## src/rtl/seg_pkg.sv

```systemverilog
// Shared types and helpers for the 7-segment scan controller.
// The optional feature macro SEG_LEADING_ZERO_BLANK_EN is consumed by seg_scan_ctrl.
package seg_pkg;

    localparam int NIB_W = 4;

    typedef enum logic [0:0] {
        GUARD = 1'b0,
        DRIVE = 1'b1
    } scan_state_t;

    function automatic int clog2(input int v);
        int r;
        r = 0;
        for (int i = 0; i < 31; i++)
            if ((1 << i) < v) r = i + 1;
        return r;
    endfunction

endpackage

```

## src/rtl/seg_scan_ctrl_if.sv

```systemverilog
// Frame write channel: valid/ready handshake carrying nibbles, dp and blank masks.
interface seg_scan_ctrl_if #(parameter int NUM_DIGITS = 4);
    import seg_pkg::*;

    logic                          valid;
    logic                          ready;
    logic [NIB_W*NUM_DIGITS-1:0]   data;
    logic [NUM_DIGITS-1:0]         dp;
    logic [NUM_DIGITS-1:0]         blank;

    modport master (output valid, data, dp, blank, input ready);
    modport slave  (input valid, data, dp, blank, output ready);
endinterface

```

## src/rtl/seg_scan_timer.sv

```systemverilog
// Free-running slot counter; tc flags the terminal value, load restarts from zero.
module seg_scan_timer #(
    parameter int CW = 2
) (
    input  logic          clk,
    input  logic          rst_n,
    input  logic [CW-1:0] last,
    input  logic          load,
    output logic          tc
);
    logic [CW-1:0] cnt;

    assign tc = (cnt == last);

    always_ff @(posedge clk or negedge rst_n) begin
        if (!rst_n)    cnt <= '0;
        else if (load) cnt <= '0;
        else           cnt <= cnt + 1'b1;
    end
endmodule

```

## src/rtl/seg_scan_ctrl.sv

```systemverilog
// Multiplexed common-anode 7-seg scan controller with guard blanking and tear-free frame commit.
// Optional: SEG_LEADING_ZERO_BLANK_EN auto-blanks leading zero digits at commit.
module seg_scan_ctrl
    import seg_pkg::*;
#(
    parameter int NUM_DIGITS = 4,
    parameter int DWELL_CYC  = 100000,
    parameter int GUARD_CYC  = 1000
) (
    input  logic                  clk,
    input  logic                  rst_n,
    seg_scan_ctrl_if.slave        wr,
    output logic [NIB_W-1:0]      nib_out,
    output logic                  dp_n,
    output logic [NUM_DIGITS-1:0] an_n,
    output logic                  frame_sync
);
    localparam int MAXC = (DWELL_CYC > GUARD_CYC) ? DWELL_CYC : GUARD_CYC;
    localparam int CW   = clog2(MAXC);
    localparam int IW   = clog2(NUM_DIGITS);
    localparam logic [CW-1:0] G_LAST   = CW'(GUARD_CYC - 1);
    localparam logic [CW-1:0] D_LAST   = CW'(DWELL_CYC - 1);
    localparam logic [IW-1:0] LAST_IDX = IW'(NUM_DIGITS - 1);

    scan_state_t st;
    logic [IW-1:0] idx;
    logic [CW-1:0] cnt_last;
    logic          tc;
    logic          boundary;

    logic [NUM_DIGITS-1:0][NIB_W-1:0] disp_data, pend_data;
    logic [NUM_DIGITS-1:0]            disp_dp, disp_blank, pend_dp, pend_blank;
    logic [NUM_DIGITS-1:0]            auto_bl;
    logic                             pend_full;

    assign cnt_last = (st == GUARD) ? G_LAST : D_LAST;
    assign boundary = (st == DRIVE) && tc && (idx == LAST_IDX);
    assign wr.ready = ~pend_full;

    // One counter serves both phases: it restarts whenever the phase ends.
    seg_scan_timer #(.CW(CW)) u_tmr (
        .clk   (clk),
        .rst_n (rst_n),
        .last  (cnt_last),
        .load  (tc),
        .tc    (tc)
    );

    always_ff @(posedge clk or negedge rst_n) begin
        if (!rst_n) begin
            st  <= GUARD;
            idx <= '0;
        end else if (tc) begin
            st <= (st == GUARD) ? DRIVE : GUARD;
            if (st == DRIVE) idx <= (idx == LAST_IDX) ? '0 : idx + 1'b1;
        end
    end

`ifdef SEG_LEADING_ZERO_BLANK_EN
    // zc[i]: digit i and every digit above it hold zero.
    logic [NUM_DIGITS:1] zc;
    assign zc[NUM_DIGITS] = 1'b1;
    assign auto_bl[0]     = 1'b0;
    for (genvar i = NUM_DIGITS - 1; i >= 1; i--) begin : g_lzb
        assign zc[i]      = zc[i+1] & (pend_data[i] == '0);
        assign auto_bl[i] = zc[i];
    end
`else
    assign auto_bl = '0;
`endif

    // Pending buffer only drains at the frame boundary, so a frame is never shown half-updated.
    always_ff @(posedge clk or negedge rst_n) begin
        if (!rst_n) begin
            disp_data  <= '0;
            disp_dp    <= '0;
            disp_blank <= '1;
            pend_data  <= '0;
            pend_dp    <= '0;
            pend_blank <= '1;
            pend_full  <= 1'b0;
        end else if (boundary && pend_full) begin
            disp_data  <= pend_data;
            disp_dp    <= pend_dp & ~auto_bl;
            disp_blank <= pend_blank | auto_bl;
            pend_full  <= 1'b0;
        end else if (wr.valid && !pend_full) begin
            pend_data  <= wr.data;
            pend_dp    <= wr.dp;
            pend_blank <= wr.blank;
            pend_full  <= 1'b1;
        end
    end

    always_ff @(posedge clk or negedge rst_n) begin
        if (!rst_n) begin
            an_n       <= '1;
            nib_out    <= '0;
            dp_n       <= 1'b1;
            frame_sync <= 1'b0;
        end else begin
            an_n       <= '1;
            frame_sync <= boundary;
            if (st == DRIVE) begin
                nib_out <= disp_data[idx];
                dp_n    <= ~disp_dp[idx];
                if (!disp_blank[idx]) an_n[idx] <= 1'b0;
            end
        end
    end
endmodule

```

## src/flat_wrapper.sv

```systemverilog
// flat-port wrapper written by rule: the top's interface ports become plain ports
module seg_scan_ctrl_flat import seg_pkg::*;
#(
    parameter int NUM_DIGITS = 4,
    parameter int DWELL_CYC  = 100000,
    parameter int GUARD_CYC  = 1000
)
  (clk, rst_n, nib_out, dp_n, an_n, frame_sync, wr_valid, wr_data, wr_dp, wr_blank, wr_ready);
  seg_scan_ctrl_if #(.NUM_DIGITS(NUM_DIGITS)) wr_i ();
  input  logic clk;
  input  logic rst_n;
  output logic [NIB_W-1:0] nib_out;
  output logic dp_n;
  output logic [NUM_DIGITS-1:0] an_n;
  output logic frame_sync;
  input wire logic [$bits(wr_i.valid)-1:0] wr_valid;
  input wire logic [$bits(wr_i.data)-1:0] wr_data;
  input wire logic [$bits(wr_i.dp)-1:0] wr_dp;
  input wire logic [$bits(wr_i.blank)-1:0] wr_blank;
  output wire logic [$bits(wr_i.ready)-1:0] wr_ready;
  assign wr_i.valid = wr_valid;
  assign wr_i.data = wr_data;
  assign wr_i.dp = wr_dp;
  assign wr_i.blank = wr_blank;
  assign wr_ready = wr_i.ready;
  seg_scan_ctrl #(.NUM_DIGITS(NUM_DIGITS), .DWELL_CYC(DWELL_CYC), .GUARD_CYC(GUARD_CYC)) u_core (.clk(clk), .rst_n(rst_n), .wr(wr_i), .nib_out(nib_out), .dp_n(dp_n), .an_n(an_n), .frame_sync(frame_sync));
endmodule
```

## config.mk

```make
export PLATFORM = sky130hd
export DESIGN_NAME = seg_scan_ctrl_flat
export DESIGN_NICKNAME = d
export VERILOG_FILES = /design/src/rtl/seg_pkg.sv /design/src/rtl/seg_scan_ctrl_if.sv /design/src/rtl/seg_scan_timer.sv /design/src/rtl/seg_scan_ctrl.sv /design/src/flat_wrapper.sv
export SDC_FILE = /design/constraint.sdc
export NUM_CORES = 1
export LEC_CHECK = 0
export CAP_MARGIN = 20
export CORE_ASPECT_RATIO = 0.8
export CORE_MARGIN = 2
export CORE_UTILIZATION = 50
export DETAILED_ROUTE_END_ITERATION = 16
export HOLD_SLACK_MARGIN = 0.1
export PLACE_DENSITY = 0.75
export SETUP_SLACK_MARGIN = 0.02
export SLEW_MARGIN = 15
export SYNTH_ARGS = -nofsm -noshare
export SYNTH_HDL_FRONTEND = slang
export SYNTH_SLANG_ARGS = --single-unit
export TNS_END_PERCENT = 1
```

## constraint.sdc

```tcl
create_clock -name clk -period 2.2 [get_ports clk]
set_input_delay 0.66 -clock clk [delete_from_list [all_inputs] [get_ports clk]]
set_output_delay 0.66 -clock clk [all_outputs]
set_load 0.02 [all_outputs]
```

==> impl_metrics.csv <==
group,metric,value,unit
timing,clock_skew,0.00408,ns
critical_path,worstPathCellList,"clkdlybuf4s50_1",
synth,synth-edff-count,0,
synth,synthCells,236,
timing,finalHoldViolations,0,
synth,syn-num-nets,268,
pwr,p_clk_share,43.3,%
status,status,"finished clean",
clocking,numCtsBuffers,9,
synth,avgSynthCellArea,14.7,sq um
critical_path,cpLargestDelayFamily,"buffers and inverters",
timing,rsz0062_at_grt,"true",
pwr,p_comb_share,4.3,%
pwr,p_per_area,690,nW/um^2
critical_path,cp_num_buf_inv,1,
pwr,leakage,1.89,nW
clocking,cts_root_buffer,"clkbuf_8",
synth,ys_types,34,
global_route,grt_max_degree,34,
global_route,grt_pass1_wl,10300,um
critical_path,slowest_stage,"clkdlybuf4s50_1",
timing,fmax,466,MHz
global_route,use_met1,23.6,%
critical_path,required,1.54,ns
global_route,grt_use_total,17.5,%
global_route,antenna_found_initial,0,
critical_path,cp-end-kind,"primary output",
floorplanning,rows,27,
drt,vias,1950,
critical_path,start_kind,"flip-flop",
synth,yosysSeqAreaShare,57.4,%
clocking,clkLatencyLatePin,0.35,ns
clocking,postCtsHoldBufs,0,
synth,synth-seq-cells,79,
placement,placed_cell_area,4010,sq um
critical_path,worst_path_largest_cell_delay,0.59,ns
pwr,p_int,2.34,mW
synth,synth_area_leaders,"dfrtp_1, mux2_2, dfstp_2",
placement,hpwl,4090,um
global_route,top_usage_layer,"met2",
synth,yosys-top-cells-count,"dfrtp_1, mux2_2, mux2_4",
timing,setup_tns,0,ns
floorplanning,start_util,51.2,%
pwr,p_switching,0.589,mW
synth,synth.most_common_cell,"dfrtp_1",
drt,routedWlPerCell,15.4,um
drt,viasPerCell,5.16,
timing,slew_headroom,71.4,%
clocking,post_cts_buffers,0,
synth,synth-main-ff-cell,"dfrtp_1",
critical_path,crit_fanout,2,
clocking,cts_tree,"yes",
hold_path,hold_class,"in -> async",
cells_and_area,layout-drive-gt1-share,38.5,%
pwr,p_seq_share,52.4,%
cells_and_area,fin_nets,318,
floorplanning,io_pins,38,
drt,drt_wl_total,5830,um
synth,ys.warnings.count,0,
synth,post-synth-top-area-cell,"dfrtp_1",
global_route,use_met3,4.90,%
clocking,htreeDepth,3,
drt,drc,0,
timing,tightest_slew,0.417,ns
clocking,cts.sinks,79,
clocking,path_clk_slew,0.08,ns
global_route,grt_pass1_vias,2083,
timing,maxSlewViolCount,0,
drt,drtIter0Drc,71,
synth,yosys.area.top_type_share,47.6,%
timing,period_share,97.5,%
placement,place.gp.congestion,0.804,
critical_path,arrival,1.48,ns
floorplanning,core_area,6790,sq um
pwr,max-vdd-ir-drop,0.517,mV
cells_and_area,final_area,4250,sq um
cells_and_area,antenna_cells,0,
cells_and_area,syn_to_final_growth,22.3,%
placement,io_buffers,37,
synth,netlist_area,3470,sq um
timing,min_period,2.14,ns
flow_run,max_cap_viol_count,0,
floorplanning,die_y,78.5,um
floorplanning,die_w,97.2,um
clocking,clk_path_buf_depth,2,
pwr,sw_frac_of_total,20.1,%
global_route,grtUsageMet2,27.0,%
drt,dr.pass1.iters,4,
drt,ant_nets,0,
global_route,grt_overflow_total,0,
critical_path,critPathKind,"reg -> out",
floorplanning,die_area,7630,sq um
timing,setup_viol,0,
synth,async_flop_share,100,%
## kinds of logic after synthesis
family / count (synthesis) / synth area share, %
xor+xnor: 16 / 4.03
flops: 79 / 57.4
mux: 61 / 23.7
fa+ha+maj: 5 / 1.80
buf+inv: 14 / 2.45
simple gates: 58 / 10.1
compound gates: 3 / 0.540
## layout make-up
cell class / instances / area, sq um
Fill cell: 511 / 2540
Sequential cell: 79 / 1990
Multi-Input combinational cell: 143 / 1400
Timing Repair Buffer: 49 / 498
Clock buffer: 10 / 128
Clock inverter: 6 / 109
Tap cell: 87 / 109
Inverter: 4 / 15.0
## power by group through the flow
stage | clock network [mW] | registers [mW] | logic [mW]
2_1_floorplan | 0 | 1.55 | 0.0465
3_3_place_gp | 0 | 1.56 | 0.126
3_5_place_dp | 0 | 1.56 | 0.131
4_1_cts | 1.31 | 1.54 | 0.132
5_1_grt | 1.37 | 1.54 | 0.142
6_report | 1.27 | 1.54 | 0.127
## through the flow
stage	total power [mW]	hold slack, ns	cells	worst slack, ns	util (%)
3_3_place_gp	1.69	0.448	362	0.209	59.1
5_1_grt	3.06	0.216	378	0.0112	62.6
3_5_place_dp	1.70	0.471	362	0.185	59.1
6_report	2.93	0.204	378	0.0552	62.6
4_1_cts	2.98	0.206	378	0.0339	62.5
2_1_floorplan	1.60	0.364	236	0.172	-
## path summary, 6_finish.rpt
check	startpoint	to	slack, ns	depth (start not counted)
worst max-delay path	u_core.dp_n	dp_n	0.06	1
worst min-delay path	rst_n	u_core.pend_data[15]	0.20	1
worst max register to register	u_core.u_tmr.cnt[12]	u_core.disp_dp[1]	0.20	5
worst min register to register	u_core.u_tmr.cnt[0]	u_core.u_tmr.cnt[0]	0.48	1
max in group asynchronous	rst_n	u_core.dp_n	1.35	2
min in group clk	u_core.u_tmr.cnt[0]	u_core.u_tmr.cnt[0]	0.48	1
## flip-flops by register name, indices dropped and copies added (netlist names)
name and cells:
u_core.u_tmr.cnt 17, u_core.disp_data 16, u_core.pend_data 16, u_core.an_n 4, u_core.disp_blank 4, u_core.disp_dp 4, u_core.nib_out 4, u_core.pend_blank 4
u_core.pend_dp 4, u_core.idx 2, u_core.dp_n 1, u_core.frame_sync 1, u_core.pend_full 1, u_core.st 1
## routing by layer
metal	share of wire, %	vias up	wire length [um]
li1	-	932	-
met1	48	973	2810
met2	46	34	2700
met3	3.5	11	205
met4	2.0	0	119
met5	0	-	0
## cells in the final DEF (no fill, tap or decap), drive strengths merged, types with 4 or more instances in the layout
cell           instances
mux2                  54
nor3                   7
dfstp                 13
buf                   13
clkbuf                10
nand4                  4
inv                    4
nor2                  15
nand3                  7
nor2b                  4
nand2                  8
dfrtp                 66
mux4                   6
clkdlybuf4s50         35
ha                     5
xnor2                  8
xor2                   8
## what timing repair did
action                                  CTS  global route
resized for setup                         0             1
endpoints found under the setup margin    0             2
hold endpoints to repair                  0             0
Power figures use the tool's default switching activity.
